[src/rtl/mant_norm.sv]
// Two-stage post-addition normalizer: stage 1 counts leading zeros per lane,
// stage 2 left-shifts each lane to its MSB and forms the exponent adjust.
module mant_norm #(
  parameter int ADJ_W = 8
) (
  input  logic                 clk,
  input  logic                 rst,
  input  logic                 in_valid,
  output logic                 in_ready,
  input  logic [1:0]           in_pre,
  input  logic [67:0]          mant_pl,
  output logic                 out_valid,
  input  logic                 out_ready,
  output logic [1:0]           out_pre,
  output logic [67:0]          mant_nrm,
  output logic [4*ADJ_W-1:0]   norm_adj,
  output logic [3:0]           lane_zero
);

  logic                 r_s1_valid;
  logic [67:0]          r_s1_mant;
  logic [1:0]           r_s1_pre;
  logic [3:0][6:0]      r_s1_lzc;

  logic                 r_s2_valid;
  logic [1:0]           r_s2_pre;
  logic [67:0]          r_s2_mant;
  logic [4*ADJ_W-1:0]   r_s2_adj;
  logic [3:0]           r_s2_zero;

  logic                 w_s2_load;
  logic                 w_s1_adv;
  logic                 w_s1_load;
  logic [3:0][6:0]      w_lzc;
  logic [67:0]          w_nrm;
  logic [4*ADJ_W-1:0]   w_adj;
  logic [3:0]           w_zero;

  // Lane is passed MSB-aligned at bit 67 with zeros below, so an empty lane
  // falls through to the lane width.
  function automatic logic [6:0] f_lzc(input logic [67:0] v, input logic [6:0] w);
    logic [6:0] cnt;
    logic       found;
    cnt   = w;
    found = 1'b0;
    for (int i = 67; i >= 0; i--) begin
      if (!found && v[i]) begin
        cnt   = 7'(67 - i);
        found = 1'b1;
      end
    end
    return cnt;
  endfunction

  function automatic logic [ADJ_W-1:0] f_adj(input logic [6:0] lzc);
    return ADJ_W'(1) - ADJ_W'(lzc);
  endfunction

  assign w_s2_load = ~r_s2_valid | out_ready;
  assign w_s1_adv  = r_s1_valid & w_s2_load;
  assign in_ready  = ~r_s1_valid | w_s1_adv;
  assign w_s1_load = in_valid & in_ready;

  always_comb begin
    w_lzc = '0;
    case (in_pre)
      2'b00: begin
        for (int k = 0; k < 4; k++)
          w_lzc[k] = f_lzc({mant_pl[17*k +: 17], 51'b0}, 7'd17);
      end
      2'b01: begin
        for (int k = 0; k < 2; k++)
          w_lzc[k] = f_lzc({mant_pl[34*k +: 34], 34'b0}, 7'd34);
      end
      default: w_lzc[0] = f_lzc(mant_pl, 7'd68);
    endcase
  end

  // An all-zero lane has lzc == W; the shift then clears it on its own.
  always_comb begin
    w_nrm  = '0;
    w_adj  = '0;
    w_zero = '0;
    case (r_s1_pre)
      2'b00: begin
        for (int k = 0; k < 4; k++) begin
          w_zero[k] = (r_s1_lzc[k] == 7'd17);
          w_nrm[17*k +: 17] = r_s1_mant[17*k +: 17] << r_s1_lzc[k];
          if (!w_zero[k]) w_adj[ADJ_W*k +: ADJ_W] = f_adj(r_s1_lzc[k]);
        end
      end
      2'b01: begin
        for (int k = 0; k < 2; k++) begin
          w_zero[k] = (r_s1_lzc[k] == 7'd34);
          w_nrm[34*k +: 34] = r_s1_mant[34*k +: 34] << r_s1_lzc[k];
          if (!w_zero[k]) w_adj[ADJ_W*k +: ADJ_W] = f_adj(r_s1_lzc[k]);
        end
      end
      default: begin
        w_zero[0] = (r_s1_lzc[0] == 7'd68);
        w_nrm     = r_s1_mant << r_s1_lzc[0];
        if (!w_zero[0]) w_adj[ADJ_W-1:0] = f_adj(r_s1_lzc[0]);
      end
    endcase
  end

  always_ff @(posedge clk) begin
    if (rst) begin
      r_s1_valid <= 1'b0;
      r_s1_mant  <= '0;
      r_s1_pre   <= '0;
      r_s1_lzc   <= '0;
      r_s2_valid <= 1'b0;
      r_s2_pre   <= '0;
      r_s2_mant  <= '0;
      r_s2_adj   <= '0;
      r_s2_zero  <= '0;
    end else begin
      if (w_s1_load) begin
        r_s1_valid <= 1'b1;
        r_s1_mant  <= mant_pl;
        r_s1_pre   <= in_pre;
        r_s1_lzc   <= w_lzc;
      end else if (w_s1_adv) begin
        r_s1_valid <= 1'b0;
      end
      if (w_s2_load) begin
        r_s2_valid <= r_s1_valid;
        if (r_s1_valid) begin
          r_s2_pre  <= r_s1_pre;
          r_s2_mant <= w_nrm;
          r_s2_adj  <= w_adj;
          r_s2_zero <= w_zero;
        end
      end
    end
  end

  assign out_valid = r_s2_valid;
  assign out_pre   = r_s2_pre;
  assign mant_nrm  = r_s2_mant;
  assign norm_adj  = r_s2_adj;
  assign lane_zero = r_s2_zero;

endmodule

[config.mk]
export PLATFORM = sky130hd
export DESIGN_NAME = mant_norm
export DESIGN_NICKNAME = d
export VERILOG_FILES = /design/src/rtl/mant_norm.sv
export SDC_FILE = /design/constraint.sdc
export NUM_CORES = 1
export LEC_CHECK = 0
export CAP_MARGIN = 20
export CELL_PAD_IN_SITES_DETAIL_PLACEMENT = 2
export CELL_PAD_IN_SITES_GLOBAL_PLACEMENT = 2
export CORE_MARGIN = 5
export CORE_UTILIZATION = 37
export CTS_CLUSTER_SIZE = 10
export DETAILED_ROUTE_END_ITERATION = 12
export GPL_TIMING_DRIVEN = 0
export PLACE_DENSITY_LB_ADDON = 0.1
export SKIP_CTS_REPAIR_TIMING = 1
export SLEW_MARGIN = 5
export SYNTH_ARGS = -nofsm -noshare
export SYNTH_HDL_FRONTEND = slang
export SYNTH_SLANG_ARGS = --single-unit
export TNS_END_PERCENT = 1
[constraint.sdc]
create_clock -name clk -period 4.06 [get_ports clk]
set_input_delay 0.812 -clock clk [delete_from_list [all_inputs] [get_ports clk]]
set_output_delay 0.812 -clock clk [all_outputs]
set_load 0.05 [all_outputs]
==> flow_summary.json <==
{
  "status": "finished clean",
  "critPathCaptureType": "flop",
  "post_synth_instance_area_sq_um": 17370,
  "crit_family": "buffers and inverters",
  "cts_tree": "done",
  "worst_ep_arrival_time_ns": 4.44,
  "critical_path_buf_inv_count": 2,
  "drtAntennaViolNets": 0,
  "globalplace.congestion": 1.015,
  "place_hpwl_um": 90130,
  "r2r_slack_ns": 0.06,
  "max_cap_viol_count": 0,
  "post-route-worst-setup-slack_ns": 0.06105,
  "cts-root-buf": "sky130_fd_sc_hd__clkbuf_16",
  "critPathRequiredTime_ns": 4.50,
  "route.final.wire_length_um": 114400,
  "die-width_um": 226.7,
  "ioPinCount": 182,
  "count_of_cell_types_in_the_netlist": 86,
  "hold_viol_final": 0,
  "route.vias.total": 22030,
  "synth-edff-count": 0,
  "cp_common_cell": "sky130_fd_sc_hd__clkbuf_1",
  "worst_skew_pair.late_latency_ns": 0.51,
  "grt_first_pass_wirelength_um": 162300,
  "hold_start": "norm_adj[20]",
  "layout_min_cycle_time_ns": 3.999,
  "final.setup_skew_ns": 0.01694,
  "hold_path.class": "reg2reg",
  "antennaDiodeCount": 0,
  "drc": 0,
  "fp.coreArea_sq_um": 46460,
  "ctsLongestPathBuffers": 2,
  "crit-reg2reg-capture": "mant_nrm[26]",
  "synth-seq-cells": 199,
  "first_global_vias": 22500,
  "grt_antenna_before_repair": 4,
  "row_count": 79,
  "reg2regPathDepth": 7,
  "post-synth-top-area-fraction_pct": 22.93,
  "final.period_utilization_pct": 98.50,
  "drt-initial-drc-count": 2692,
  "crit_chain": "clkbuf_1 > or2_2 > clkbuf_1 > nand2_1 > a2111oi_0 > o22ai_1 > nor2_1",
  "cp_slowest_stage_delay_ns": 0.82,
  "route.detailed.vias_per_inst": 7.094,
  "synth_nets": 2373,
  "clock-sinks": 199,
  "setup_viol": 0,
  "detailed_router_iteration_count_before_antenna_repair": 5,
  "worstSetupStartpointType": "flop",
  "total_power_mw": 6.219,
  "timing.slew.headroom_pct": 16.26,
  "drv_slew": 0,
  "synth.area.top_cells": "sky130_fd_sc_hd__dfxtp_1, sky130_fd_sc_hd__mux4_2, sky130_fd_sc_hd__mux2i_1, sky130_fd_sc_hd__nand2_1, sky130_fd_sc_hd__nor2_1",
  "design.die.area_sq_um": 51380,
  "final_net_count": 2563,
  "grt_overflow_total": 0,
  "power_leakage_nw": 6.924,
  "post_synthesis_instance_total": 2295,
  "timing_worst_setup_path_type": "reg2reg",
  "synth_area_per_cell_sq_um": 7.569,
  "path_clk_slew_ns": 0.08,
  "yosys.area.top_type": "sky130_fd_sc_hd__dfxtp_1",
  "start_util_pct": 37.39,
  "timing.critical_path.from": "r_s1_pre[1]",
  "cts_made_buffers": 17,
  "floorplan.die.height_um": 226.7,
  "overall_routing_resource_usage_pct": 43.02,
  "measured_slew_at_the_worst_slew_check_pin_ns": 1.246,
  "synth_async_sr_flop_share_pct": 0,
  "max-vdd-ir-drop_mv": 0.3388,
  "placement.io_buffers": 167,
  "htree_num_levels": 4,
  "synth.yosys.seq_area_share_pct": 22.93,
  "synthesis.yosys.warnings": 0,
  "setup_repair_after_global_routing_missed_its_margin": "no",
  "finish.utilization_pct": 43.93,
  "worstHoldEndpoint": "norm_adj[20]",
  "dpl_worst_slack_ns": -0.3833,
  "cell_type_of_the_slowest_stage_on_the_worst_timing_path": "sky130_fd_sc_hd__a2111oi_0",
  "fillCellCount": 5395,
  "post_drt_wl_per_cell_um": 36.83,
  "hold-path-cell-count": 2,
  "maximum_number_of_pins_on_one_net_before_global_route_repair": 19,
  "crit-reg2reg-launch": "r_s1_pre[1]",
  "layout-drive-gt1-share_pct": 10.53,
  "area_growth_syn_to_layout_pct": 17.49,
  "crit_path_max_fanout": 10,
  "power.density_cell_area_nw_per_um2": 304.7,
  "dominantRegCellSynth": "sky130_fd_sc_hd__dfxtp_1",
  "achievable-frequency_mhz": 250.1
}
-- kinds of logic (layout without fill, tap and decap cells) --
kind of cell / Yosys count / in the layout / share of synthesized area, %
compound gates: 646 / 646 / 24.36
xor+xnor: 8 / 8 / 0.4034
fa+ha+maj: 4 / 4 / 0.2881
buf+inv: 253 / 456 / 6.086
flops: 199 / 199 / 22.93
mux: 299 / 299 / 23.44
simple gates: 886 / 886 / 22.49
-- layout by cell type (no fill, tap or decap), types with 7 or more instances in the layout --
master                            count
sky130_fd_sc_hd__mux2_2              73
sky130_fd_sc_hd__a32oi_1             13
sky130_fd_sc_hd__mux2i_1            147
sky130_fd_sc_hd__buf_6                8
sky130_fd_sc_hd__nor3_1              78
sky130_fd_sc_hd__o21ai_0            102
sky130_fd_sc_hd__buf_2               37
sky130_fd_sc_hd__or2_2                8
sky130_fd_sc_hd__nand3_1             25
sky130_fd_sc_hd__o21a_1               8
sky130_fd_sc_hd__a21oi_1            198
sky130_fd_sc_hd__nor2_1             286
sky130_fd_sc_hd__a211oi_1            53
sky130_fd_sc_hd__a311oi_1            16
sky130_fd_sc_hd__nand2_1            355
sky130_fd_sc_hd__o41ai_1              8
sky130_fd_sc_hd__inv_1               23
sky130_fd_sc_hd__nand2b_1            15
sky130_fd_sc_hd__xnor2_1              7
sky130_fd_sc_hd__a31oi_1             24
sky130_fd_sc_hd__or3_1               14
sky130_fd_sc_hd__nor4_1              19
sky130_fd_sc_hd__o22ai_1             28
sky130_fd_sc_hd__a221oi_1            13
sky130_fd_sc_hd__mux4_2              79
sky130_fd_sc_hd__clkbuf_1           156
sky130_fd_sc_hd__o31ai_1             11
sky130_fd_sc_hd__dfxtp_1            199
sky130_fd_sc_hd__o211ai_1            26
sky130_fd_sc_hd__clkbuf_16           17
sky130_fd_sc_hd__and3_1               7
sky130_fd_sc_hd__buf_1               21
sky130_fd_sc_hd__nand4_1             10
sky130_fd_sc_hd__and2_1               9
sky130_fd_sc_hd__clkdlybuf4s50_1    167
sky130_fd_sc_hd__nor2b_1             17
sky130_fd_sc_hd__o221ai_1            16
sky130_fd_sc_hd__a22oi_1             43
-- metrics by stage --
step                      setup TNS, ns  instances  hold WS [ns]  cell area, sq um
after CTS                             0       3102        0.4652             20380
after floorplan                       0       2295        0.4476             17370
after global placement          -0.7202       3069        0.4410             19800
after detailed placement         -2.082       3070        0.4540             19810
after global routing                  0       3105        0.4825             20410
final                                 0       3105        0.4686             20410
-- worst max path at each step --
stage                              end  slack [ns]  cells after the start
after floorplan            r_s1_lzc[1]        1.24                      9
after global placement     r_s1_lzc[5]       -0.28                      9
after detailed placement   r_s1_lzc[5]       -0.38                      9
after CTS                  r_s1_lzc[5]        0.16                      9
after global routing       r_s1_lzc[5]        0.02                      9
final                     mant_nrm[26]        0.06                      7
-- Yosys cell counts, drive strengths merged (17+ instances only) --
| cell | count |
|---|---|
| a22oi | 43 |
| o211ai | 26 |
| buf | 66 |
| nor2b | 17 |
| a21oi | 198 |
| nand3 | 25 |
| o21ai | 108 |
| mux2 | 73 |
| nor2 | 286 |
| clkbuf | 155 |
| a211oi | 53 |
| dfxtp | 199 |
| o22ai | 28 |
| nor3 | 80 |
| mux2i | 147 |
| a31oi | 24 |
| nand2 | 355 |
| inv | 26 |
| mux4 | 79 |
| nor4 | 24 |
-- registers in the layout, summed over array words and instances, names as in the netlist --
signal      cells
r_s1_valid      1
out_valid       1
r_s1_pre        2
norm_adj       30
r_s1_mant      68
mant_nrm       68
out_pre         2
r_s1_lzc       23
lane_zero       4
-- power by group --
part	switching [mW]	internal, mW	leakage, nW
Combinational	1.58	0.680	5.03
Clock	0.955	0.820	0.264
Sequential	0.134	2.05	1.63
-- tightest hold or removal path: stages, from the launching register on --
cell                      delay [ns]
sky130_fd_sc_hd__dfxtp_1        0.32
sky130_fd_sc_hd__nand2_1        0.06
sky130_fd_sc_hd__a21oi_1        0.05
-- per-layer routing --
metal | vias up | wire length [um] | global-route usage (%)
li1 | 8902 | - | -
met1 | 11080 | 45030 | 55.67
met2 | 1636 | 49610 | 66.10
met3 | 405 | 11880 | 10.46
met4 | 4 | 7805 | 23.46
met5 | - | 30 | 0
-- cell type report --
type	count	area, sq um	area share (%)
Buffer	221	937.1	4.592
Clock buffer	19	442.9	2.170
Clock inverter	13	120.1	0.5885
Inverter	32	120.1	0.5885
Multi-Input combinational cell	1843	12350	60.50
Sequential cell	199	3984	19.52
Tap cell	607	759.5	3.721
Timing Repair Buffer	171	1698	8.319
(Power assumes the default switching activity.)
